## config.mk

```make
export PLATFORM = sky130hd
export DESIGN_NAME = br_pred_resolve_flat
export DESIGN_NICKNAME = d
export VERILOG_FILES = /design/src/rtl/br_pred_resolve_if.sv /design/src/rtl/br_pred_resolve.sv /design/src/flat_wrapper.sv
export SDC_FILE = /design/constraint.sdc
export NUM_CORES = 1
export LEC_CHECK = 0
export CAP_MARGIN = 5
export CELL_PAD_IN_SITES_DETAIL_PLACEMENT = 0
export CELL_PAD_IN_SITES_GLOBAL_PLACEMENT = 1
export CORE_MARGIN = 2
export CORE_UTILIZATION = 34
export CTS_CLUSTER_DIAMETER = 50
export DETAILED_ROUTE_END_ITERATION = 6
export GPL_TIMING_DRIVEN = 1
export MAX_ROUTING_LAYER = met4
export PLACE_DENSITY = 0.8
export SLEW_MARGIN = 5
export SYNTH_ARGS = -nofsm -noshare
export SYNTH_HDL_FRONTEND = slang
export SYNTH_SLANG_ARGS = --single-unit
```

## constraint.sdc

```tcl
create_clock -name clk -period 3.1 [get_ports clk]
set_input_delay 0.775 -clock clk [delete_from_list [all_inputs] [get_ports clk]]
set_output_delay 0.775 -clock clk [all_outputs]
set_load 0.03 [all_outputs]
```

## src/rtl/br_pred_resolve_if.sv

```systemverilog
// br_pred_resolve_if: prediction carry, EX resolution inputs and mispredict/counter outputs
interface br_pred_resolve_if #(
  parameter int CNT_W = 32
);
  logic PRED_TAKEN;
  logic [31:0] NPC_PRED;
  logic stall_ID;
  logic flush_ID;
  logic stall_EX;
  logic flush_EX;
  logic br_inst;
  logic br;
  logic [31:0] br_target;
  logic [31:0] PC_EX;
  logic PRED_TAKEN_EX;
  logic mispredict;
  logic [31:0] NPC_FIX;
  logic [CNT_W-1:0] br_cnt;
  logic [CNT_W-1:0] miss_cnt;
  modport master (
    output PRED_TAKEN, NPC_PRED, stall_ID, flush_ID, stall_EX, flush_EX,
    output br_inst, br, br_target, PC_EX,
    input PRED_TAKEN_EX, mispredict, NPC_FIX, br_cnt, miss_cnt
  );
  modport slave (
    input PRED_TAKEN, NPC_PRED, stall_ID, flush_ID, stall_EX, flush_EX,
    input br_inst, br, br_target, PC_EX,
    output PRED_TAKEN_EX, mispredict, NPC_FIX, br_cnt, miss_cnt
  );
endinterface

```

## src/rtl/br_pred_resolve.sv

```systemverilog
// br_pred_resolve: carries IF predictions to EX, flags mispredicts and counts branches/misses
module br_pred_resolve #(
  parameter int CNT_W = 32
) (
  input logic clk,
  input logic rst_n,
  br_pred_resolve_if.slave bus
);
  logic v_id, tk_id, v_ex, tk_ex, taken, miss, retire;
  logic [31:0] npc_id, npc_ex;
  logic [CNT_W-1:0] br_cnt, miss_cnt;
  always_comb begin
    taken = bus.br_inst & bus.br;
    miss = v_ex & ((taken & (!tk_ex | (npc_ex != bus.br_target))) | (tk_ex & !taken));
    retire = v_ex & !bus.stall_EX & !bus.flush_EX;
  end
  assign bus.PRED_TAKEN_EX = v_ex & tk_ex;
  assign bus.mispredict = miss;
  assign bus.NPC_FIX = (taken & miss) ? bus.br_target : bus.PC_EX + 32'd4;
  assign bus.br_cnt = br_cnt;
  assign bus.miss_cnt = miss_cnt;
  always_ff @(posedge clk or negedge rst_n)
    if (!rst_n) begin
      v_id <= 1'b0;
      tk_id <= 1'b0;
      npc_id <= '0;
      v_ex <= 1'b0;
      tk_ex <= 1'b0;
      npc_ex <= '0;
      br_cnt <= '0;
      miss_cnt <= '0;
    end else begin
      if (bus.flush_ID) begin
        v_id <= 1'b0;
        tk_id <= 1'b0;
      end else if (!bus.stall_ID) begin
        v_id <= 1'b1;
        tk_id <= bus.PRED_TAKEN;
        npc_id <= bus.NPC_PRED;
      end
      if (bus.flush_EX) begin
        v_ex <= 1'b0;
        tk_ex <= 1'b0;
      end else if (!bus.stall_EX) begin
        v_ex <= v_id;
        tk_ex <= tk_id;
        npc_ex <= npc_id;
      end
      if (retire && bus.br_inst && br_cnt != '1) br_cnt <= br_cnt + CNT_W'(1);
      if (retire && miss && miss_cnt != '1) miss_cnt <= miss_cnt + CNT_W'(1);
    end
endmodule
```

## src/flat_wrapper.sv

```systemverilog
// flat-port wrapper written by rule: the top's interface ports become plain ports
module br_pred_resolve_flat 
#(
  parameter int CNT_W = 32
)
  (clk, rst_n, bus_PRED_TAKEN, bus_NPC_PRED, bus_stall_ID, bus_flush_ID, bus_stall_EX, bus_flush_EX, bus_br_inst, bus_br, bus_br_target, bus_PC_EX, bus_PRED_TAKEN_EX, bus_mispredict, bus_NPC_FIX, bus_br_cnt, bus_miss_cnt);
  br_pred_resolve_if #(.CNT_W(CNT_W)) bus_i ();
  input logic clk;
  input logic rst_n;
  input wire logic [$bits(bus_i.PRED_TAKEN)-1:0] bus_PRED_TAKEN;
  input wire logic [$bits(bus_i.NPC_PRED)-1:0] bus_NPC_PRED;
  input wire logic [$bits(bus_i.stall_ID)-1:0] bus_stall_ID;
  input wire logic [$bits(bus_i.flush_ID)-1:0] bus_flush_ID;
  input wire logic [$bits(bus_i.stall_EX)-1:0] bus_stall_EX;
  input wire logic [$bits(bus_i.flush_EX)-1:0] bus_flush_EX;
  input wire logic [$bits(bus_i.br_inst)-1:0] bus_br_inst;
  input wire logic [$bits(bus_i.br)-1:0] bus_br;
  input wire logic [$bits(bus_i.br_target)-1:0] bus_br_target;
  input wire logic [$bits(bus_i.PC_EX)-1:0] bus_PC_EX;
  output wire logic [$bits(bus_i.PRED_TAKEN_EX)-1:0] bus_PRED_TAKEN_EX;
  output wire logic [$bits(bus_i.mispredict)-1:0] bus_mispredict;
  output wire logic [$bits(bus_i.NPC_FIX)-1:0] bus_NPC_FIX;
  output wire logic [$bits(bus_i.br_cnt)-1:0] bus_br_cnt;
  output wire logic [$bits(bus_i.miss_cnt)-1:0] bus_miss_cnt;
  assign bus_i.PRED_TAKEN = bus_PRED_TAKEN;
  assign bus_i.NPC_PRED = bus_NPC_PRED;
  assign bus_i.stall_ID = bus_stall_ID;
  assign bus_i.flush_ID = bus_flush_ID;
  assign bus_i.stall_EX = bus_stall_EX;
  assign bus_i.flush_EX = bus_flush_EX;
  assign bus_i.br_inst = bus_br_inst;
  assign bus_i.br = bus_br;
  assign bus_i.br_target = bus_br_target;
  assign bus_i.PC_EX = bus_PC_EX;
  assign bus_PRED_TAKEN_EX = bus_i.PRED_TAKEN_EX;
  assign bus_mispredict = bus_i.mispredict;
  assign bus_NPC_FIX = bus_i.NPC_FIX;
  assign bus_br_cnt = bus_i.br_cnt;
  assign bus_miss_cnt = bus_i.miss_cnt;
  br_pred_resolve #(.CNT_W(CNT_W)) u_core (.clk(clk), .rst_n(rst_n), .bus(bus_i));
endmodule
```

# ---- Yosys cells after proc, flatten, opt, wreduce, memory -nomap -nowiden
# Cells that the tools add are included.
dict set report word_totals {
  register_bits 132
  output_inout_bits 98
  word_cells 49
}
dict set report op_classes {
  n_addsub 3
  eq_ne 5
  n_mux 9
  bitwise 14
  n_reduce_logical 10
}
# cell count
set op_table {}
lappend op_table {{adder 32 x 1 -> 32 bit (second input constant)} 2}
lappend op_table {{!= test 32 bit (second input constant)} 2}
lappend op_table {{adder 32 x 3 -> 32 bit (second input constant)} 1}
lappend op_table {{two-way mux 32 bit} 1}
lappend op_table {{!= test 32 bit} 1}
lappend op_table {{AND 1 bit} 8}
lappend op_table {{two-way mux 1 bit} 8}
lappend op_table {{logical AND 1 bit} 4}
lappend op_table {{logical NOT 1 bit} 4}
lappend op_table {{!= test 2 x 1 -> 1 bit (second input constant)} 2}
lappend op_table {{NOT 1 bit} 4}
lappend op_table {{AND reduction 2 bit} 2}
lappend op_table {{OR 1 bit} 2}

# ---- Depth between registers and ports, before layout
# Gate-level depths: netlist (run 1).
dict set report depth {
  ltp_word 7
  depth_mapped 8
  depth_no_buf 7
}

# ---- Worst setup path after synthesis (run 1)
# OpenSTA, ideal clock, no wires.
dict set report synth_timing {
  path_type {input to output}
  start {input port bus_br_target[7]}
  end {output port bus_NPC_FIX[2]}
  arrival_time_ps 2499
  t_required_ps 2325
  slack_ps -174
  stages 8
  path_buffers 2
  path_cell_list {xnor2_1 -> nand4_1 -> nor4_1 -> nand4_1 -> and4_1 -> buf_2 -> buf_6 -> mux2i_1}
}
dict set report synth_via {
  elab_chain_len 7
}
# item line
set synth_rtl {}
lappend synth_rtl {{from (decl)} flat_wrapper.sv:18} ;# input wire logic [$bits(bus_i.br_target)-1:0] bus_br_target;
lappend synth_rtl {{!= test 32 bit} br_pred_resolve.sv:14} ;# miss = v_ex & ((taken & (!tk_ex | (npc_ex != bus.br_target))) | (tk_ex & !taken));
lappend synth_rtl {{OR 1 bit} br_pred_resolve.sv:14}
lappend synth_rtl {{AND 1 bit} br_pred_resolve.sv:14}
lappend synth_rtl {{OR 1 bit} br_pred_resolve.sv:14}
lappend synth_rtl {{AND 1 bit} br_pred_resolve.sv:14}
lappend synth_rtl {{AND 1 bit} br_pred_resolve.sv:19} ;# assign bus.NPC_FIX = (taken & miss) ? bus.br_target : bus.PC_EX + 32'd4;
lappend synth_rtl {{two-way mux 32 bit} br_pred_resolve.sv:19}
lappend synth_rtl {{to (decl)} flat_wrapper.sv:22} ;# output wire logic [$bits(bus_i.NPC_FIX)-1:0] bus_NPC_FIX;
# No other way between the ends.

# ---- Worst setup path after layout (run 1)
dict set report layout_timing {
  start {input port bus_br_target[28]}
  end {output port bus_NPC_FIX[28]}
}
dict set report layout_via {
  elab_chain_len 7
}
# item line
set layout_rtl {}
lappend layout_rtl {{!= test 32 bit} br_pred_resolve.sv:14}
lappend layout_rtl {{OR 1 bit} br_pred_resolve.sv:14}
lappend layout_rtl {{AND 1 bit} br_pred_resolve.sv:14}
lappend layout_rtl {{OR 1 bit} br_pred_resolve.sv:14}
lappend layout_rtl {{AND 1 bit} br_pred_resolve.sv:14}
lappend layout_rtl {{AND 1 bit} br_pred_resolve.sv:19}
lappend layout_rtl {{two-way mux 32 bit *} br_pred_resolve.sv:19}
# Mark *: on every way between the ends. The rest lies on a longest branch, timed or not.

==> results_dict.tcl, run 1 <==
set metrics [dict create \
    worstSetupPathType "primary input to primary output" \
    yosys_warnings 0 \
    slowest_stage "mux2_4" \
    ys_async_sr_fraction 1.000 \
    clock_path_buffers 2 \
    cp_max_fo 6 \
    synth-seq-area-share 0.4781 \
    io_buffer_count 202 \
    synth_fp_nets 707 \
    initial_utilization 0.3437 \
    synth_edf_count 0 \
    setup_viol 33 \
    finalMaxSlewViolations 0 \
    dr.pass1.iters 4 \
    wl_met2_um 9615 \
    die_x_um 146.6 \
    grt_usage 0.1923 \
    violations "setup timing" \
    relSlewSlack 0.5994 \
    clock_skew_ps 9.271 \
    cts_made_buffers 17 \
    finalHoldViolCount 0 \
    outcome "complete, but fails checks" \
    power_density_nw_per_um2 484.9 \
    cap_violations 0 \
    grt-ovfl-total 0 \
    ys_ff_latch 132 \
    row_count 52 \
    finalWorstSetupSlack_ps -286.9 \
    root_buffer "clkbuf_16" \
    layout-drive-gt1-share 0.3330 \
    clock_sinks 132 \
    wl_met1_um 9040 \
    hp-class "primary input to asynchronous set/reset pin" \
    path_clk_slew_ps 60 \
    wl_met3_um 706 \
    clock_latency_ps 410 \
    cp-start-kind "primary input" \
    leakage_nw 4.524 \
    total_power_w 0.005159 \
    grt_pass1_vias 5671 \
    ys_types 36 \
    worst_pin_slew_ps 596.4 \
    critPathMaxStageDelay_ps 300 \
    wl_per_cell_um 16.95 \
    area_growth_pct 54.00 \
    cts_tree "done" \
    die_h_um 146.6 \
    place_ws_ps -1153 \
    cp.arrival_ps 2610 \
    syn-instance-count 599 \
    period_share 1.093 \
    synth_area_sq_um 6909 \
    drtIter0Drc 282 \
    hpwlAfterDp_um 14830 \
    fin_util 0.5293 \
    grt_pass1_wl_um 31220 \
    final_common_cell "dfrtp_1" \
    wl_um 19650 \
    worstPathRequired_ps 2320 \
    synth-main-ff-cell "dfrtp_1" \
    rsz0062_at_grt "yes" \
    holdBufCountCts 0 \
    die-area_sq_um 21480 \
    via_per_inst 4.822 \
    nFillCells 1760 \
    place.gp.congestion 0.8277 \
    grt_max_degree 56 \
    antenna_found_initial 2 \
    cp-end-kind "primary output" \
    peakVddDrop_mv 0.3661 \
    cts.htree.levels 4 \
    fmax_mhz 295.3 \
    ant_nets 0 \
    syn_area_per_cell_sq_um 11.53 \
    cp_cell_sequence "buf_6 > xnor2_2 > nand4_1 > nor4_2 > nand4_1 > and4_4 > buf_12 > buf_8 > mux2_4 > buf_6" \
    coreArea_sq_um 20100 \
    highest_layer "met4" \
    drc 0 \
    vias 5589 \
    period_needed_ps 3387 \
    mostFrequentLayoutCells "dfrtp_1, clkdlybuf4s50_1, xnor2_1" \
    nets 982 \
    io_pins 203 \
]
-- cells in the mapped netlist, types with 2 or more instances --
cell      count  area (sq um)
a21oi_1       2         10.01
and2_1        7         43.79
and3_1       29         181.4
and4_1        7         61.31
buf_2         2         10.01
buf_6         3         33.78
clkbuf_1     13         48.80
dfrtp_1     132          3303
ha_1          3         37.54
inv_1         6         22.52
mux2_1        9         101.4
mux2_2       68         765.7
mux2_4       20         300.3
mux2i_1       4         40.04
nand2_1      34         127.6
nand3_1      44         220.2
nand4_1      39         244.0
nor2_1       22         82.58
nor3_1       12         60.06
nor3b_1       2         15.01
nor4_1        6         37.54
xnor2_1      95         832.1
xor2_1       27         236.5
-- worst paths after layout --
path / from / cells past startpoint / to / slack (ps)
max: bus_br_target[28] / 10 / bus_NPC_FIX[28] / -290
min: rst_n / 1 / u_core.npc_id[21] / 300
max reg2reg: u_core.bus.miss_cnt[0] / 8 / u_core.bus.miss_cnt[1] / 900
min reg2reg: u_core.bus.miss_cnt[27] / 1 / u_core.bus.miss_cnt[27] / 490
max in group asynchronous: rst_n / 2 / u_core.bus.br_cnt[13] / 2050
min in group clk: u_core.bus.miss_cnt[27] / 1 / u_core.bus.miss_cnt[27] / 490
-- state kept, by name (all words and copies together) (netlist names) --
| name | flops |
|---|---|
| u_core.npc_ex | 32 |
| u_core.bus.br_cnt | 32 |
| u_core.v_id | 1 |
| u_core.v_ex | 1 |
| u_core.bus.miss_cnt | 32 |
| u_core.tk_id | 1 |
| u_core.tk_ex | 1 |
| u_core.npc_id | 32 |
-- critical path, delay by kind of cell --
| family | cells | cell delay (ps) |
|---|---|---|
| simple gates | 4 | 870 |
| mux | 1 | 300 |
| xor+xnor | 1 | 140 |
| buf+inv | 4 | 520 |
-- logic make-up (layout without fill, tap and decap cells) --
kind of cell	count (synthesis)	after routing	share of synthesized area
simple gates	209	209	0.1630
flops	132	132	0.4781
xor+xnor	122	122	0.1547
mux	101	101	0.1748
buf+inv	24	311	0.01666
compound gates	8	8	0.007426
fa+ha+maj	3	3	0.005433
other cells	0	3	0
-- metal layers --
metal,global-route usage,vias up
li1,-,2685
met1,0.2538,2758
met2,0.2995,125
met3,0.03719,21
met4,0.06262,0
met5,-,-
-- area by class of cell --
type | instances | area (sq um) | share of cell area
sequential | 132 | 3303 | 0.3104
clock buffer | 19 | 442.9 | 0.04163
tap | 270 | 337.8 | 0.03175
multi-input combinational | 443 | 3749 | 0.3523
inverter | 6 | 22.52 | 0.002117
clock inverter | 12 | 205.2 | 0.01929
antenna | 3 | 7.507 | 0.0007056
timing repair buffer | 274 | 2572 | 0.2418
-- what timing repair did --
action | in CTS | in global routing
pin swaps | 47 | 11
buffers inserted | 7 | 0
gates resized for setup | 299 | 19
setup endpoints to repair | 33 | 33
cloned | 2 | 0
-- power breakdown --
group	switching, W	internal, W	leakage [nW]
registers	0.000147	0.00191	1.69
clock network	0.000752	0.00145	0.309
logic	0.000379	0.000527	2.52
-- metrics by stage --
step	TNS [ps]	hold slack, ps	instances	instance area, sq um
floorplan	0	475.0	599	6930
CTS	-7475	314.2	1157	10600
detailed placement	-32370	487.5	1120	9721
global route	-8799	321.8	1158	10640
finish	-6156	296.0	1159	10640
global placement	-31500	476.1	1120	9721
Power figures use the tool's default switching activity.
==> run 2: changes to the inputs <==
--- a/config.mk
+++ b/config.mk
@@ -7,3 +7,3 @@
 export LEC_CHECK = 0
-export CAP_MARGIN = 5
+export CAP_MARGIN = 30
 export CELL_PAD_IN_SITES_DETAIL_PLACEMENT = 0
@@ -21 +21,2 @@
 export SYNTH_SLANG_ARGS = --single-unit
+export TNS_END_PERCENT = 100
--- a/constraint.sdc
+++ b/constraint.sdc
@@ -3,2 +3,2 @@
 set_output_delay 0.775 -clock clk [all_outputs]
-set_load 0.03 [all_outputs]
+set_load 0.01 [all_outputs]
==> run 2 against run 1 <==
  * The run still ends with setup timing left
  * Clock power decreased by 7%
  * Register-to-register slack got worse by 50 ps
  * Sequential share of layout area about the same
  * Routed wire length increased by 1.2%
  * Critical path depth unchanged
  * Fmax increased by 0.32%
  * Critical endpoint is now bus_NPC_FIX[29]
==> results_dict.tcl, run 2 (same netlist as run 1, synthesis figures left out) <==
set metrics [dict create \
    outcome "complete, but fails checks" \
    violations "setup timing" \
    rr_endpoint "u_core.bus.miss_cnt[25]" \
    layout-drive-gt1-share 0.3503 \
    clock_path_buffers 2 \
    cap_violations 0 \
    peakVddDrop_mv 0.3649 \
    hp-class "primary input to asynchronous set/reset pin" \
    die_x_um 146.6 \
    path_clk_slew_ps 60 \
    clock_sinks 132 \
    r2r_cells 6 \
    finalHoldViolCount 0 \
    cp.arrival_ps 2600 \
    fin_setup_tns_ps -5809 \
    leakage_nw 4.562 \
    drc 0 \
    place_ws_ps -1113 \
    wl_per_cell_um 17.18 \
    nets 981 \
    via_per_inst 4.813 \
    finalWorstSetupSlack_ps -276.1 \
    reg2reg_slack_ps 850 \
    hpwlAfterDp_um 14830 \
    period_share 1.089 \
    placed_area_sq_um 9679 \
    place.gp.congestion 0.9126 \
    cp-start-kind "primary input" \
    row_count 52 \
    coreArea_sq_um 20100 \
    seqPwrFrac 0.416 \
    finalMaxSlewViolations 0 \
    die_h_um 146.6 \
    fmax_mhz 296.2 \
    rsz0062_at_grt "yes" \
    total_power_w 0.004954 \
    worst_pin_slew_ps 631.9 \
    cts.htree.levels 4 \
    final_cell_area_sq_um 10670 \
    grt_pass1_vias 5615 \
    worstSetupPathType "primary input to primary output" \
    cp_max_fo 7 \
    die-area_sq_um 21480 \
    clockPowerShare 0.412 \
    period_needed_ps 3376 \
    root_buffer "clkbuf_16" \
    grt_usage 0.1936 \
    drtIter0Drc 193 \
    r2r-start "u_core.bus.miss_cnt[6]" \
    p_int_w 0.003728 \
    relSlewSlack 0.5755 \
    grt_max_degree 63 \
    final_common_cell "dfrtp_1" \
    dr.pass1.iters 6 \
    wl_um 19880 \
    worstPathRequired_ps 2320 \
    clock_skew_ps 9.916 \
    grt-ovfl-total 0 \
    setup_viol 33 \
    vias 5569 \
    crit_path_start "bus_br_target[18]" \
    switching_share 0.2475 \
    grt_pass1_wl_um 31260 \
    holdBufCountCts 0 \
    p_switching_w 0.001226 \
    cp-end-kind "primary output" \
    ant_nets 0 \
    fin_util 0.5305 \
    power_density_nw_per_um2 464.5 \
    area_growth_pct 54.36 \
    io_pins 203 \
    clock_latency_ps 420 \
    initial_utilization 0.3437 \
    setup.worst_path.end "bus_NPC_FIX[29]" \
    io_buffer_count 202 \
    antenna_found_initial 2 \
    mostFrequentLayoutCells "dfrtp_1, clkdlybuf4s50_1, xnor2_1" \
    comb_power_share 0.173 \
    cts_tree "done" \
    cts_made_buffers 17 \
]
[run 2: worst min-delay path by stage]
stage          slack, ps           endpoint  cells after the start               from
6_report             350  u_core.npc_id[28]                      1              rst_n
5_1_grt              370  u_core.npc_id[28]                      1              rst_n
4_1_cts              360  u_core.npc_id[28]                      1              rst_n
3_5_place_dp         490  u_core.npc_ex[26]                      1  u_core.npc_id[26]
3_3_place_gp         480  u_core.npc_ex[10]                      1  u_core.npc_id[10]
2_1_floorplan        470   u_core.npc_id[0]                      1   u_core.npc_id[0]
[run 2: critical path: stages]
cell     delay [ps]
buf_8           110
xnor2_4         170
nand4_1         110
nor4_1          290
nand4_1         180
and4_4          270
buf_12          160
buf_6           120
mux2_4          290
buf_6           120
[run 2: final cells by class]
type | count | area [sq um]
Antenna cell | 2 | 5.005
Clock buffer | 19 | 442.9
Clock inverter | 12 | 157.7
Fill cell | 1772 | 9439
Inverter | 6 | 22.52
Multi-Input combinational cell | 443 | 3861
Sequential cell | 132 | 3306
Tap cell | 270 | 337.8
Timing Repair Buffer | 273 | 2532
[run 2: metrics by stage]
| stage | cells | hold WS, ps |
|---|---|---|
| 4_1_cts | 1153 | 355.8 |
| 3_3_place_gp | 1114 | 483.0 |
| 6_report | 1157 | 345.3 |
| 5_1_grt | 1157 | 371.0 |
| 2_1_floorplan | 599 | 475.0 |
| 3_5_place_dp | 1114 | 490.2 |
[run 2: power groups by stage]
stage / registers [W] / logic, W / clock network [W]
finish: 0.00206 / 0.000855 / 0.00204
global route: 0.00209 / 0.000920 / 0.00217
CTS: 0.00205 / 0.000840 / 0.00209
detailed placement: 0.00206 / 0.000793 / 0
global placement: 0.00206 / 0.000786 / 0
floorplan: 0.00204 / 0.000379 / 0
[run 2: what timing repair did]
item,CTS,global route
gates cloned,2,0
setup buffers,7,3
setup endpoints to repair,33,33
pin swaps,42,32
resized for setup,316,58
[run 2: routing by layer]
metal	vias up	share of wire	track usage	wire, um
li1	2694	-	-	-
met1	2725	0.46	0.2521	9140
met2	124	0.48	0.3026	9634
met3	26	0.032	0.03781	629
met4	0	0.024	0.06942	476
met5	-	0	-	0
==> run 3: changes to the inputs <==
Settings changed: HOLD_SLACK_MARGIN set to 0.15, SKIP_LAST_GASP set to 1.
==> run 3 against run 2 <==
  * Worst hold slack lost 11 ps
  * Routed wire length shrank 0.11%
  * Core utilization grew 0.23 points
  * Sequential cell count is the same
  * Critical path depth is the same
  * Global-route usage is essentially flat
  * Sequential share of layout area shrank 0.13 points
  * The flow still finishes with violations (setup timing)
  * Largest cell class unchanged
==> results_dict.tcl, run 3 (same netlist as run 1, synthesis figures left out) <==
set metrics [dict create \
    dr.pass1.iters 4 \
    nFillCells 1771 \
    rsz0062_at_grt "yes" \
    cp-start-kind "primary input" \
    worstPathRequired_ps 2320 \
    holdBufCountCts 0 \
    wl_um 19860 \
    fin_util 0.5328 \
    initial_utilization 0.3437 \
    leakage_nw 4.579 \
    peakVddDrop_mv 0.3630 \
    violations "setup timing" \
    cp-end-kind "primary output" \
    post-place-cells 1114 \
    cts_tree "done" \
    clockPowerShare 0.412 \
    clock_sinks 132 \
    hold_ws_ps 334.7 \
    switching_share 0.2470 \
    die_x_um 146.6 \
    power_density_nw_per_um2 462.1 \
    p_int_w 0.003727 \
    place.gp.congestion 0.9126 \
    p_switching_w 0.001222 \
    io_buffer_count 202 \
    finalMaxSlewViolations 0 \
    layout-drive-gt1-share 0.3502 \
    cts_made_buffers 17 \
    relSlewSlack 0.5759 \
    final_common_cell "dfrtp_1" \
    drc 0 \
    ant_nets 0 \
    cp.arrival_ps 2620 \
    cp_cell_sequence "buf_8 > xnor2_4 > nand4_1 > nor4_1 > nand4_1 > and4_4 > buf_12 > buf_12 > mux2_4 > buf_6" \
    placed_area_sq_um 9679 \
    clock_latency_ps 410 \
    fmax_mhz 294.3 \
    mostFrequentLayoutCells "dfrtp_1, clkdlybuf4s50_1, xnor2_1" \
    vias 5588 \
    io_pins 203 \
    setup_viol 33 \
    cap_violations 0 \
    slowest_stage "nor4_1" \
    worstSetupPathType "primary input to primary output" \
    antenna_found_initial 1 \
    wl_per_cell_um 17.13 \
    finalWorstSetupSlack_ps -297.4 \
    die-area_sq_um 21480 \
    comb_power_share 0.173 \
    root_buffer "clkbuf_16" \
    nets 984 \
    cp_max_fo 6 \
    outcome "complete, but fails checks" \
    grt_pass1_wl_um 31330 \
    hp-class "primary input to asynchronous set/reset pin" \
    period_needed_ps 3397 \
    worst_pin_slew_ps 631.3 \
    critPathMaxStageDelay_ps 290 \
    coreArea_sq_um 20100 \
    clock_skew_ps 8.661 \
    path_clk_slew_ps 60 \
    final_cell_area_sq_um 10710 \
    cts.htree.levels 4 \
    grt_usage 0.1939 \
    grt_pass1_vias 5628 \
    period_share 1.096 \
    via_per_inst 4.821 \
    grt_max_degree 63 \
    fin_setup_tns_ps -6578 \
    fin_cells 1159 \
    finalHoldViolCount 0 \
    clock_path_buffers 2 \
    die_h_um 146.6 \
    area_growth_pct 55.03 \
    drtIter0Drc 200 \
    grt-ovfl-total 0 \
    seqPwrFrac 0.416 \
    hpwlAfterDp_um 14830 \
    row_count 52 \
]
-- run 3: final cells by class --
type                    count  area (sq um)  area share
diodes                      1         2.502   0.0002336
repair buffers            276          2584      0.2412
multi-input cells         443          3859      0.3602
flip-flops and latches    132          3306      0.3086
inverters                   6         22.52    0.002103
clock buffers              19         442.9     0.04135
clock inverters            12         157.7     0.01472
well taps                 270         337.8     0.03154
-- run 3: final timing paths --
kind	start	endpoint	slack [ps]	depth (start not counted)
setup reg to reg	u_core.bus.miss_cnt[6]	u_core.bus.miss_cnt[25]	850	6
min in group clk	u_core.bus.br_cnt[5]	u_core.bus.br_cnt[5]	500	1
hold / removal	rst_n	u_core.npc_id[28]	330	1
hold reg to reg	u_core.bus.br_cnt[5]	u_core.bus.br_cnt[5]	500	1
setup / recovery	bus_br_target[18]	bus_NPC_FIX[11]	-300	10
max in group asynchronous	rst_n	u_core.npc_ex[18]	2090	2
-- run 3: timing repair --
item                       CTS  global route
pin swaps                   42            33
gates cloned                 2             1
setup endpoints to repair   33            33
setup buffers                7             4
resized for setup          268            94
-- run 3: metal layers --
metal,global-route usage,up-vias,wire length [um]
met5,-,-,0
met4,0.06505,0,439
met3,0.03781,25,660
met2,0.3042,131,9649
met1,0.2531,2737,9109
li1,-,2695,-
-- run 3: critical path: cells and delay by family --
kind / cells / cell delay [ps]
xor+xnor: 1 / 170
buf+inv: 4 / 510
mux: 1 / 290
simple gates: 4 / 860
-- run 3: power by group through the flow --
stage          clock network, W  logic, W  registers, W
2_1_floorplan                 0  0.000379       0.00204
3_3_place_gp                  0  0.000786       0.00206
3_5_place_dp                  0  0.000793       0.00206
4_1_cts                 0.00209  0.000825       0.00205
5_1_grt                 0.00217  0.000918       0.00209
6_report                0.00204  0.000854       0.00206
-- run 3: through the flow --
step | power, W | worst slack (ps)
after floorplan | 0.002417 | 1.528
after global placement | 0.002845 | -1056
after detailed placement | 0.002855 | -1113
after CTS | 0.004963 | -321.4
after global routing | 0.005170 | -332.9
final | 0.004950 | -297.4
